File: src/rtl/vga_frame_transmitter_pkg.sv
// vga_frame_transmitter_pkg: VGA 640x480@60 timing defaults, pipeline stage type and sync helpers
package vga_frame_transmitter_pkg;
  localparam int VGA_HACT = 640;
  localparam int VGA_HFP = 16;
  localparam int VGA_HSW = 96;
  localparam int VGA_HBP = 48;
  localparam int VGA_VACT = 480;
  localparam int VGA_VFP = 10;
  localparam int VGA_VSH = 2;
  localparam int VGA_VBP = 33;
  typedef struct packed {
    logic dv;
    logic hs;
    logic vs;
    logic fs;
  } stage_t;
  function automatic int line_total(input int act, input int fp, input int sw, input int bp);
    return act + fp + sw + bp;
  endfunction
  function automatic logic sync_level(input logic active, input bit active_low);
    return active ^ active_low;
  endfunction
endpackage

File: src/rtl/vga_timing_counter.sv
// vga_timing_counter: raster h/v counters with wrap and active/sync region decode
module vga_timing_counter import vga_frame_transmitter_pkg::*; #(
  parameter int HACT = VGA_HACT,
  parameter int HFP = VGA_HFP,
  parameter int HSW = VGA_HSW,
  parameter int HBP = VGA_HBP,
  parameter int VACT = VGA_VACT,
  parameter int VFP = VGA_VFP,
  parameter int VSH = VGA_VSH,
  parameter int VBP = VGA_VBP,
  parameter int H_TOTAL = line_total(HACT, HFP, HSW, HBP),
  parameter int V_TOTAL = line_total(VACT, VFP, VSH, VBP),
  parameter int HW = $clog2(H_TOTAL),
  parameter int VW = $clog2(V_TOTAL)
) (
  input  logic          clk_i,
  input  logic          rst_i,
  input  logic          tick_i,
  input  logic          adv_i,
  output logic [HW-1:0] h_o,
  output logic [VW-1:0] v_o,
  output logic          active_o,
  output logic          hsync_o,
  output logic          vsync_o
);
  logic [HW-1:0] h_q, h_d;
  logic [VW-1:0] v_q, v_d;
  logic h_end, v_end;
  // next raster position: advance with wrap, or park at the origin when not running
  always_comb begin
    h_end = h_q == HW'(H_TOTAL - 1);
    v_end = v_q == VW'(V_TOTAL - 1);
    h_d = (!adv_i || h_end) ? '0 : h_q + HW'(1);
    v_d = (!adv_i || (h_end && v_end)) ? '0 : v_q + VW'(h_end);
  end
  // raster position register; holds between pixel ticks
  always_ff @(posedge clk_i)
    if (rst_i) begin
      h_q <= '0;
      v_q <= '0;
    end else if (tick_i) begin
      h_q <= h_d;
      v_q <= v_d;
    end
  assign h_o = h_q;
  assign v_o = v_q;
  assign active_o = (h_q < HW'(HACT)) && (v_q < VW'(VACT));
  assign hsync_o = (h_q >= HW'(HACT + HFP)) && (h_q < HW'(HACT + HFP + HSW));
  assign vsync_o = (v_q >= VW'(VACT + VFP)) && (v_q < VW'(VACT + VFP + VSH));
endmodule

File: src/rtl/vga_frame_transmitter.sv
// vga_frame_transmitter: VGA raster source fetching pixels over a request port, 2-tick output pipeline
module vga_frame_transmitter import vga_frame_transmitter_pkg::*; #(
  parameter int P_PIXEL_DEPTH = 24,
  parameter int P_HACT = VGA_HACT,
  parameter int P_HFP = VGA_HFP,
  parameter int P_HSW = VGA_HSW,
  parameter int P_HBP = VGA_HBP,
  parameter int P_VACT = VGA_VACT,
  parameter int P_VFP = VGA_VFP,
  parameter int P_VSH = VGA_VSH,
  parameter int P_VBP = VGA_VBP,
  parameter bit P_SYNC_ACTIVE_LOW = 1'b1,
  parameter int P_COLUMN_BITS = $clog2(P_HACT),
  parameter int P_ROW_BITS = $clog2(P_VACT)
) (
  input  logic                     I_CLK,
  input  logic                     I_RESET,
  input  logic                     I_PIXEL_CLK_EN,
  input  logic                     I_ENABLE,
  output logic                     O_PIXEL_REQUEST,
  output logic [P_COLUMN_BITS-1:0] O_REQUEST_COLUMN,
  output logic [P_ROW_BITS-1:0]    O_REQUEST_ROW,
  input  logic [P_PIXEL_DEPTH-1:0] I_PIXEL,
  output logic [P_PIXEL_DEPTH-1:0] O_PIXEL,
  output logic                     O_DATA_VALID,
  output logic                     O_HSYNC,
  output logic                     O_VSYNC,
  output logic                     O_FRAME_START
);
  localparam int HW = $clog2(line_total(P_HACT, P_HFP, P_HSW, P_HBP));
  localparam int VW = $clog2(line_total(P_VACT, P_VFP, P_VSH, P_VBP));
  logic run_q, req, active, hsync, vsync;
  logic [HW-1:0] h;
  logic [VW-1:0] v;
  stage_t s1_q, s1_d, s2_q, s2_d;
  logic [P_PIXEL_DEPTH-1:0] pix_q, pix_d;
  vga_timing_counter #(
    .HACT(P_HACT), .HFP(P_HFP), .HSW(P_HSW), .HBP(P_HBP),
    .VACT(P_VACT), .VFP(P_VFP), .VSH(P_VSH), .VBP(P_VBP)
  ) u_timing (
    .clk_i(I_CLK),
    .rst_i(I_RESET),
    .tick_i(I_PIXEL_CLK_EN),
    .adv_i(I_ENABLE && run_q),
    .h_o(h),
    .v_o(v),
    .active_o(active),
    .hsync_o(hsync),
    .vsync_o(vsync)
  );
  // fetch request for the current position and next pipeline contents; stopping flushes both stages
  always_comb begin
    req = run_q && active;
    O_PIXEL_REQUEST = req;
    O_REQUEST_COLUMN = req ? h[P_COLUMN_BITS-1:0] : '0;
    O_REQUEST_ROW = req ? v[P_ROW_BITS-1:0] : '0;
    s1_d = '{dv: req, hs: run_q && hsync, vs: run_q && vsync, fs: req && h == '0 && v == '0};
    s2_d = run_q ? s1_q : '0;
    pix_d = (run_q && s1_q.dv) ? I_PIXEL : '0;
  end
  // run state and both output stages; only pixel ticks advance them, reset wins regardless
  always_ff @(posedge I_CLK)
    if (I_RESET) begin
      run_q <= 1'b0;
      s1_q <= '0;
      s2_q <= '0;
      pix_q <= '0;
    end else if (I_PIXEL_CLK_EN) begin
      run_q <= I_ENABLE;
      s1_q <= s1_d;
      s2_q <= s2_d;
      pix_q <= pix_d;
    end
  assign O_PIXEL = pix_q;
  assign O_DATA_VALID = s2_q.dv;
  assign O_HSYNC = sync_level(s2_q.hs, P_SYNC_ACTIVE_LOW);
  assign O_VSYNC = sync_level(s2_q.vs, P_SYNC_ACTIVE_LOW);
  assign O_FRAME_START = s2_q.fs;
endmodule

File: config.mk
export PLATFORM = sky130hd
export DESIGN_NAME = vga_frame_transmitter
export DESIGN_NICKNAME = d
export VERILOG_FILES = /design/src/rtl/vga_frame_transmitter_pkg.sv /design/src/rtl/vga_timing_counter.sv /design/src/rtl/vga_frame_transmitter.sv
export SDC_FILE = /design/constraint.sdc
export NUM_CORES = 1
export LEC_CHECK = 0
export CAP_MARGIN = 30
export CORE_AREA = 2 2 89 100
export DETAILED_ROUTE_END_ITERATION = 10
export DIE_AREA = 0 0 91 102
export GPL_ROUTABILITY_DRIVEN = 0
export PLACE_DENSITY = 0.58
export REMOVE_ABC_BUFFERS = 1
export SLEW_MARGIN = 40
export SYNTH_ARGS = -nofsm -noshare
export SYNTH_HDL_FRONTEND = slang
export SYNTH_HIERARCHICAL = 1
export SYNTH_SLANG_ARGS = --single-unit
File: constraint.sdc
create_clock -name I_CLK -period 2.6 [get_ports I_CLK]
set_clock_uncertainty 0.2 [all_clocks]
set_input_delay 0.65 -clock I_CLK [delete_from_list [all_inputs] [get_ports I_CLK]]
set_output_delay 0.65 -clock I_CLK [all_outputs]
set_load 0.1 [all_outputs]
======== After elaboration in Yosys (flattened, before gate mapping) ========
Cells that the tools add are included.
operators by class
  add/sub/neg operators ................... 2
  magnitude comparators ................... 6
  equality and inequality tests ........... 2
  mux-type cells .......................... 6
  bitwise operators ....................... 2
  reduce and logical (&&, ||, !) cells .... 16
operators by type and width
  cell                                                                                  count
  10-bit 2-to-1 mux                                                                     3
  24-bit 2-to-1 mux                                                                     1
  10-bit == test, second input constant                                                 2
  10-bit logical NOT                                                                    2
  10-bit less-than comparator, second input constant                                    2
  10-bit by 9-bit less-than comparator with 1-bit output, second input constant         2
  1-bit logical AND                                                                     11
  10-bit by 1-bit adder with 10-bit output                                              1
  10-bit by 1-bit adder with 10-bit output, second input constant                       1
  10-bit greater-or-equal comparator, second input constant                             1
  10-bit by 9-bit greater-or-equal comparator with 1-bit output, second input constant  1
  9-bit 2-to-1 mux                                                                      1
  4-bit 2-to-1 mux                                                                      1
  1-bit logical OR                                                                      2
  1-bit inverter                                                                        2
  1-bit logical NOT                                                                     1
storage, ports and cells
  flip-flop bits (word level) ............. 53
  input port bits ......................... 28
  output and inout port bits .............. 48
  logic and storage cells ................. 46

======== Depth between registers and ports, before layout ========
Gate-level depths: netlist of run 1.
  depth after elaboration ................. 5
  gate-level depth with buffers ........... 10
  mapped depth without buffers ............ 10

======== By module ========
Netlist of run 1, hierarchy kept.
modules (own cells, without submodules)
  module                 times used  cells an instance  area an instance (um^2)  sequential area each (um^2)
  vga_frame_transmitter  1           153                1451.4                   660.6
  vga_timing_counter     1           113                988.4                    400.4

======== Worst setup path before layout of run 1 ========
OpenSTA, ideal clock, no wires.
  path type ............................... register to output
  from .................................... reg u_timing.h_q[7], in the netlist u_timing/h_o[7]
  to ...................................... out O_REQUEST_COLUMN[7]
  arrival ................................. 1.877 ns
  setup slack ............................. -0.127 ns
  cell stages (with the launch flop) ...... 7
  path through ............................ dfxtp_1 > o21ai_0 > nand2_1 > nor2_1 > clkbuf_1 > clkbuf_1 > and3_1
on the way
  cells in the longest elaborated chain, start to end .. 4
ends and longest elaborated chain
  item                         line                         RTL
  start: declaration           vga_timing_counter.sv:26     logic [HW-1:0] h_q, h_d;
  start signal: assignment     vga_timing_counter.sv:39     h_q <= '0;
  start signal: assignment     vga_timing_counter.sv:42     h_q <= h_d;
  10-bit less-than comparator  vga_timing_counter.sv:47     assign active_o = (h_q < HW'(HACT)) && (v_q < VW'(VACT));
  1-bit logical AND            vga_timing_counter.sv:47
  via active                   vga_frame_transmitter.sv:32  logic run_q, req, active, hsync, vsync;
  1-bit logical AND            vga_frame_transmitter.sv:53  req = run_q && active;
  10-bit 2-to-1 mux            vga_frame_transmitter.sv:55  O_REQUEST_COLUMN = req ? h[P_COLUMN_BITS-1:0] : '0;
  end: declaration             vga_frame_transmitter.sv:21  output logic [P_COLUMN_BITS-1:0] O_REQUEST_COLUMN,
The timed path passes the listed nets, and every way through them passes these cells.

======== Worst setup path after layout of run 1 ========
  from .................................... reg u_timing.v_q[8], in the netlist u_timing/v_o[8]
  to ...................................... out O_PIXEL_REQUEST
on the way
  cells in the longest elaborated chain, start to end .. 3
ends and longest elaborated chain
  item                                                    line                         RTL
  start: declaration                                      vga_timing_counter.sv:27     logic [VW-1:0] v_q, v_d;
  start signal: assignment                                vga_timing_counter.sv:43     v_q <= v_d;
  10-bit by 9-bit less-than comparator with 1-bit output  vga_timing_counter.sv:47
  1-bit logical AND                                       vga_timing_counter.sv:47
  via active                                              vga_frame_transmitter.sv:32
  1-bit logical AND                                       vga_frame_transmitter.sv:53
  end: declaration                                        vga_frame_transmitter.sv:20  output logic O_PIXEL_REQUEST,
The timed path passes the listed nets, and every way through them passes these cells.

==> results of run 1 <==
## worst max-delay path, stage by stage (launching register included)
cell	delay [ns]
dfxtp_1	0.43
nand4_1	0.18
nand2_1	0.15
nor2_4	0.06
buf_4	0.15
and2_1	0.20
buf_12	0.18
## area by class of cell
| class | instances | area, um2 | share of cell area |
|---|---|---|---|
| repair buffers | 87 | 987 | 0.276 |
| flip-flops and latches | 53 | 1070 | 0.298 |
| clock buffers | 5 | 68.8 | 0.0192 |
| clock inverters | 2 | 35.0 | 0.00980 |
| multi-input cells | 187 | 1250 | 0.348 |
| inverters | 9 | 33.8 | 0.00945 |
| well taps | 111 | 139 | 0.0388 |
## routing by layer
metal | global-route usage | share of wire | vias up | routed length [um]
met5 | 0 | 0 | - | 0
met4 | 0.0315 | 0.0072 | 0 | 44
met3 | 0.0361 | 0.070 | 4 | 425
met2 | 0.211 | 0.45 | 74 | 2720
met1 | 0.184 | 0.48 | 1012 | 2910
li1 | - | - | 1075 | -
## synth_stat cells, drive strengths merged (4+ instances only)
master / count
a21oi: 7
a22oi: 24
and3: 22
buf: 9
clkbuf: 8
dfxtp: 53
ha: 4
inv: 9
mux2i: 5
nand2: 14
nand3: 10
nand4: 8
nor2: 53
nor3: 4
nor4: 6
xnor2: 7
xor2: 10
## how the worst max path moves through the flow
stage	startpoint	to	slack [ns]
2_1_floorplan	u_timing/h_o[7]	O_REQUEST_COLUMN[0]	-0.11
3_3_place_gp	u_timing/h_o[8]	O_REQUEST_COLUMN[5]	0.13
3_5_place_dp	u_timing/h_o[8]	O_REQUEST_COLUMN[6]	0.17
4_1_cts	u_timing/v_o[5]	O_REQUEST_COLUMN[6]	0.01
5_1_grt	u_timing/v_o[6]	O_REQUEST_ROW[1]	0.005
6_report	u_timing/v_o[8]	O_PIXEL_REQUEST	0.1
## layout by cell type, fill, tap and decap left out, types with 2 or more instances in the layout
master / instances
and2_1: 2
clkbuf_8: 5
a22oi_1: 5
nor4b_1: 2
mux2i_1: 5
nor2_1: 52
xor2_1: 10
xnor2_1: 7
buf_12: 21
clkdlybuf4s50_1: 27
inv_1: 9
nand3_1: 10
and4_1: 2
ha_1: 4
dfxtp_1: 49
and3_1: 21
a22oi_2: 19
buf_4: 38
nor3_1: 4
dfxtp_2: 4
nand4_1: 8
a21oi_1: 7
nor4_1: 6
nand2_1: 14
## flip-flops by register name, indices dropped and copies added (netlist names)
name           count
u_timing/v_o      10
s1_q               4
run_q              1
s2_q               2
O_FRAME_START      1
u_timing/h_o      10
O_PIXEL           24
O_DATA_VALID       1
## power groups by stage
stage / clock network, uW / logic, uW / registers, uW
detailed placement: 0 / 134 / 843
floorplan: 0 / 41.4 / 847
finish: 533 / 133 / 824
global route: 580 / 142 / 825
global placement: 0 / 135 / 843
CTS: 556 / 135 / 824
## kinds of logic after synthesis
kind of cell | Yosys count | share of synthesized area
xor+xnor | 17 | 0.0610
compound gates | 35 | 0.147
buf+inv | 26 | 0.0590
fa+ha+maj | 4 | 0.0205
simple gates | 126 | 0.257
mux | 5 | 0.0205
flops | 53 | 0.435
## timing repair
action / in CTS / in global routing
resized for setup: 5 / 4
endpoints found under the setup margin: 20 / 17
pin swaps: 0 / 1
## per-stage QoR
stage               hold slack (ns)  power, uW  setup TNS, ns  cells  worst slack (ns)
floorplan                     0.235        888          -2.19    249            -0.110
global placement              0.258        978              0    447             0.133
detailed placement            0.260        977              0    447             0.166
CTS                           0.272       1520              0    454            0.0133
global route                  0.300       1550              0    454           0.00483
finish                        0.269       1490              0    454            0.0957
==> results.sh, run 1 <==
export IMPL_postSynthAreaPerCell_um2=9.17
export IMPL_synth_ff_type="dfxtp_1"
export IMPL_routed_via_density=4.77
export IMPL_antenna_found_initial=0
export IMPL_fmax_ghz=0.399
export IMPL_clk_latency_ns=0.30
export IMPL_comb_power_share=0.090
export IMPL_grt_total_usage=0.134
export IMPL_finalMaxSlewViolations=0
export IMPL_power_density_nw_per_um2=417
export IMPL_hp_class="register to register"
export IMPL_nets=375
export IMPL_switching_share=0.221
export IMPL_dpl_hpwl_mm=4.47
export IMPL_initial_core_util=0.296
export IMPL_min_period_over_period=0.963
export IMPL_leakage_uw=0.00140
export IMPL_drtAntennaViolNets=0
export IMPL_syn_inst=266
export IMPL_pwr_share_seq=0.553
export IMPL_hold_path_cell_count=2
export IMPL_area_growth_synth_to_final_pct=46.6
export IMPL_stdcell_area_um2=3580
export IMPL_max_slew_worst_pin_slew_ns=0.620
export IMPL_n_fill_cell=840
export IMPL_ys_ff_latch=53
export IMPL_yosys_area_top_type="dfxtp_1"
export IMPL_synth_top_area_share=0.435
export IMPL_die_h_um=102
export IMPL_rr_worst_depth=10
export IMPL_finalHoldViolCount=0
export IMPL_end_kind="output port"
export IMPL_start_kind="register"
export IMPL_rsz0062_at_grt="no"
export IMPL_rrSetupSlack_ns=0.29
export IMPL_ys_seq_area_frac=0.435
export IMPL_synthArstFlopShare=0
export IMPL_ctsHoldBuffers=0
export IMPL_synth_edf_count=0
export IMPL_mappedNetlistArea_um2=2440
export IMPL_internal_power_uw=1160
export IMPL_dpl_cell_area_um2=3450
export IMPL_p_clk_frac=0.358
export IMPL_std_cell_rows=35
export IMPL_utilization=0.434
export IMPL_drt_iter0_drc=34
export IMPL_cts_htree_levels=2
export IMPL_synth_cell_types=32
export IMPL_port_buffers=75
export IMPL_max_cap_violations=0
export IMPL_period_needed_ns=2.50
export IMPL_drtPass1Iterations=4
export IMPL_drive_gt1_frac=0.280
export IMPL_outcome="finished, final reports clean"
export IMPL_yosys_warnings=6
export IMPL_synthTopCellsByArea="dfxtp_1 43%, a22oi_2 9.7%, nor2_1 8.2%"
export IMPL_grt_max_degree=33
export IMPL_vias=2165
export IMPL_cp_max_fo=5
export IMPL_clockBufferDepth=2
export IMPL_grt_pass1_vias=2093
export IMPL_die_w_um=91
export IMPL_cts_setup_buffers=0
export IMPL_cts_buffers=5
export IMPL_n_antenna_cell=0
export IMPL_max_slew_margin=0.586
export IMPL_r2r_start="u_timing/h_o[0]"
export IMPL_worstSetupPathType="register to output port"
export IMPL_setup_viol=0
export IMPL_p_sw_uw=329
export IMPL_cp_arrival_ns=1.65
export IMPL_clock_sinks=53
export IMPL_core_um2=8230
export IMPL_clk_pin_slew_worst_paths_ns=0.09
export IMPL_vdd_ir_drop_max_mv=0.208
export IMPL_wl_per_cell_um=13.4
export IMPL_routed_wirelength_mm=6.10
export IMPL_drc_errors=0
export IMPL_clockRootBuffer="clkbuf_8"
export IMPL_hold_path_startpoint="s1_q[1]"
export IMPL_grt_overflow=0
export IMPL_die_area_um2=9280
export IMPL_worstReg2RegEnd="u_timing/v_o[8]"
export IMPL_hold_path_end="s1_q[1]"
export IMPL_io_pins=76
export IMPL_cts_tree="built"
export IMPL_critPathRequiredTime_ns=1.75
export IMPL_grt_pass1_wl_mm=10.2
Note: power is estimated with default switching activity, not from simulation.
==> inputs of run 2 (changes only) <==
Settings changed: CTS_BUF_LIST from default to sky130_fd_sc_hd__clkbuf_4.
Clock period 2.6 ns to 2.95 ns, I/O delays scaled along.
==> run 2 against run 1 <==
Utilization is 1.2 points lower; routed wire length fell by 1.0%; register-to-register slack improved by 0.31 ns; worst setup slack improved by 0.13 ns; critical endpoint unchanged; sequential share of layout area grew 0.68 points; non-clock buffer count is 6 lower.
==> results.sh, run 2 (synthesized netlist as in run 1, its figures left out) <==
export IMPL_outcome="finished, final reports clean"
export IMPL_drtAntennaViolNets=0
export IMPL_slowest_stage="dfxtp_1"
export IMPL_port_buffers=75
export IMPL_nets=369
export IMPL_clock_sinks=53
export IMPL_fmax_ghz=0.367
export IMPL_clk_latency_ns=0.37
export IMPL_final_common_cell="dfxtp_1"
export IMPL_grt_pass1_wl_mm=9.94
export IMPL_wl_per_cell_um=13.4
export IMPL_std_cell_rows=35
export IMPL_stdcell_count=449
export IMPL_leakage_uw=0.00135
export IMPL_layout_common_cells="53 x dfxtp_1, 52 x nor2_1, 33 x buf_4, 27 x clkdlybuf4s50_1, 21 x and3_1"
export IMPL_period_needed_ns=2.72
export IMPL_die_w_um=91
export IMPL_grt_pass1_vias=1982
export IMPL_cts_htree_levels=2
export IMPL_cp_slowest_stage_delay_ns=0.41
export IMPL_hp_class="register to register"
export IMPL_cp_arrival_ns=1.79
export IMPL_max_cap_violations=0
export IMPL_rrSetupSlack_ns=0.60
export IMPL_worstSetupPathType="register to output port"
export IMPL_clk_pin_slew_worst_paths_ns=0.15
export IMPL_finalHoldViolCount=0
export IMPL_routed_wirelength_mm=6.04
export IMPL_n_fill_cell=834
export IMPL_total_power_uw=1250
export IMPL_routed_via_density=4.72
export IMPL_crit_path_start="u_timing/v_o[7]"
export IMPL_grt_overflow=0
export IMPL_initial_core_util=0.296
export IMPL_antenna_found_initial=0
export IMPL_start_kind="register"
export IMPL_vdd_ir_drop_max_mv=0.189
export IMPL_critPathRequiredTime_ns=2.01
export IMPL_dpl_hpwl_mm=4.23
export IMPL_core_um2=8230
export IMPL_n_antenna_cell=0
export IMPL_critPathCapture="O_PIXEL_REQUEST"
export IMPL_fin_hold_ws_ns=0.269
export IMPL_cts_buffers=5
export IMPL_top_layer="met4"
export IMPL_drt_iter0_drc=63
export IMPL_max_slew_margin=0.549
export IMPL_worstReg2RegEnd="u_timing/v_o[8]"
export IMPL_finalSetupTns_ns=0
export IMPL_met3_length_um=457
export IMPL_drive_gt1_frac=0.251
export IMPL_crit_chain="nand4_1 -> nand2_1 -> nor2_2 -> buf_6 -> and2_1 -> buf_12"
export IMPL_clockBufferDepth=2
export IMPL_ff_latch_area_um2=1060
export IMPL_finalMaxSlewViolations=0
export IMPL_min_period_over_period=0.923
export IMPL_dp_cells=441
export IMPL_die_h_um=102
export IMPL_rr_worst_depth=10
export IMPL_r2r_start="u_timing/h_o[0]"
export IMPL_rsz0062_at_grt="no"
export IMPL_grt_max_degree=32
export IMPL_routed_wl_met2_mm=2.57
export IMPL_largest_reg_flops=24
export IMPL_multi_input_area_um2=1240
export IMPL_clockRootBuffer="clkbuf_4"
export IMPL_wl_met1_mm=2.93
export IMPL_max_slew_worst_pin_slew_ns=0.676
export IMPL_setup_viol=0
export IMPL_grt_total_usage=0.132
export IMPL_die_area_um2=9280
export IMPL_vias=2121
export IMPL_cts_tree="built"
export IMPL_end_kind="output port"
export IMPL_io_pins=76
export IMPL_drc_errors=0
export IMPL_area_growth_synth_to_final_pct=42.6
export IMPL_cp_max_fo=17
export IMPL_drtPass1Iterations=4
export IMPL_power_density_nw_per_um2=359
## run 2: cell count changes in the layout (fill, tap and decap cells not counted), sizes merged
cell    previous run  this run
clkbuf             5         6
buf               60        54
## run 2: metal layers
metal,vias up,global-route usage
met5,-,0
met1,960,0.181
li1,1068,-
met4,0,0.0385
met3,7,0.0413
met2,86,0.201
## run 2: critical path, delay by kind of cell, from the launching register on
| family | cells | cell delay (ns) |
|---|---|---|
| buffers and inverters | 2 | 0.38 |
| flip-flops | 1 | 0.41 |
| AND/OR/NAND/NOR | 4 | 0.63 |
## run 2: timing repair
action,CTS,global route
gates resized for setup,0,3
setup endpoints to repair,0,17
hold buffers,0,0
setup buffers,0,0
## run 2: how the worst min path moves through the flow
| stage | start | end | slack, ns | depth (start not counted) |
|---|---|---|---|---|
| after detailed placement | s2_q[2] | s2_q[2] | 0.25 | 2 |
| after floorplan | s2_q[1] | s2_q[1] | 0.23 | 2 |
| final | s2_q[2] | s2_q[2] | 0.27 | 2 |
| after CTS | s2_q[2] | s2_q[2] | 0.27 | 2 |
| after global placement | s1_q[2] | s1_q[2] | 0.25 | 2 |
| after global routing | s1_q[2] | s1_q[2] | 0.29 | 2 |
## run 2: metrics by stage
stage                     area [um2]  worst slack, ns   util
after global routing            3480           0.0480  0.423
final                           3480            0.226  0.423
after global placement          3390            0.401  0.412
after detailed placement        3390            0.363  0.412
after CTS                       3470           0.0838  0.422
after floorplan                 2330            0.152      -
## run 2: power by group
group          leakage (uW)  internal [uW]  switching, uW
logic              0.000882           53.5           59.1
registers          0.000427            720           7.27
clock network     0.0000433            186            224
## run 2: area by class of cell
class	count	area share
Inverter	9	0.00971
Sequential cell	53	0.305
Clock inverter	2	0.00971
Tap cell	111	0.0399
Clock buffer	6	0.0129
Timing Repair Buffer	81	0.267
Multi-Input combinational cell	187	0.356
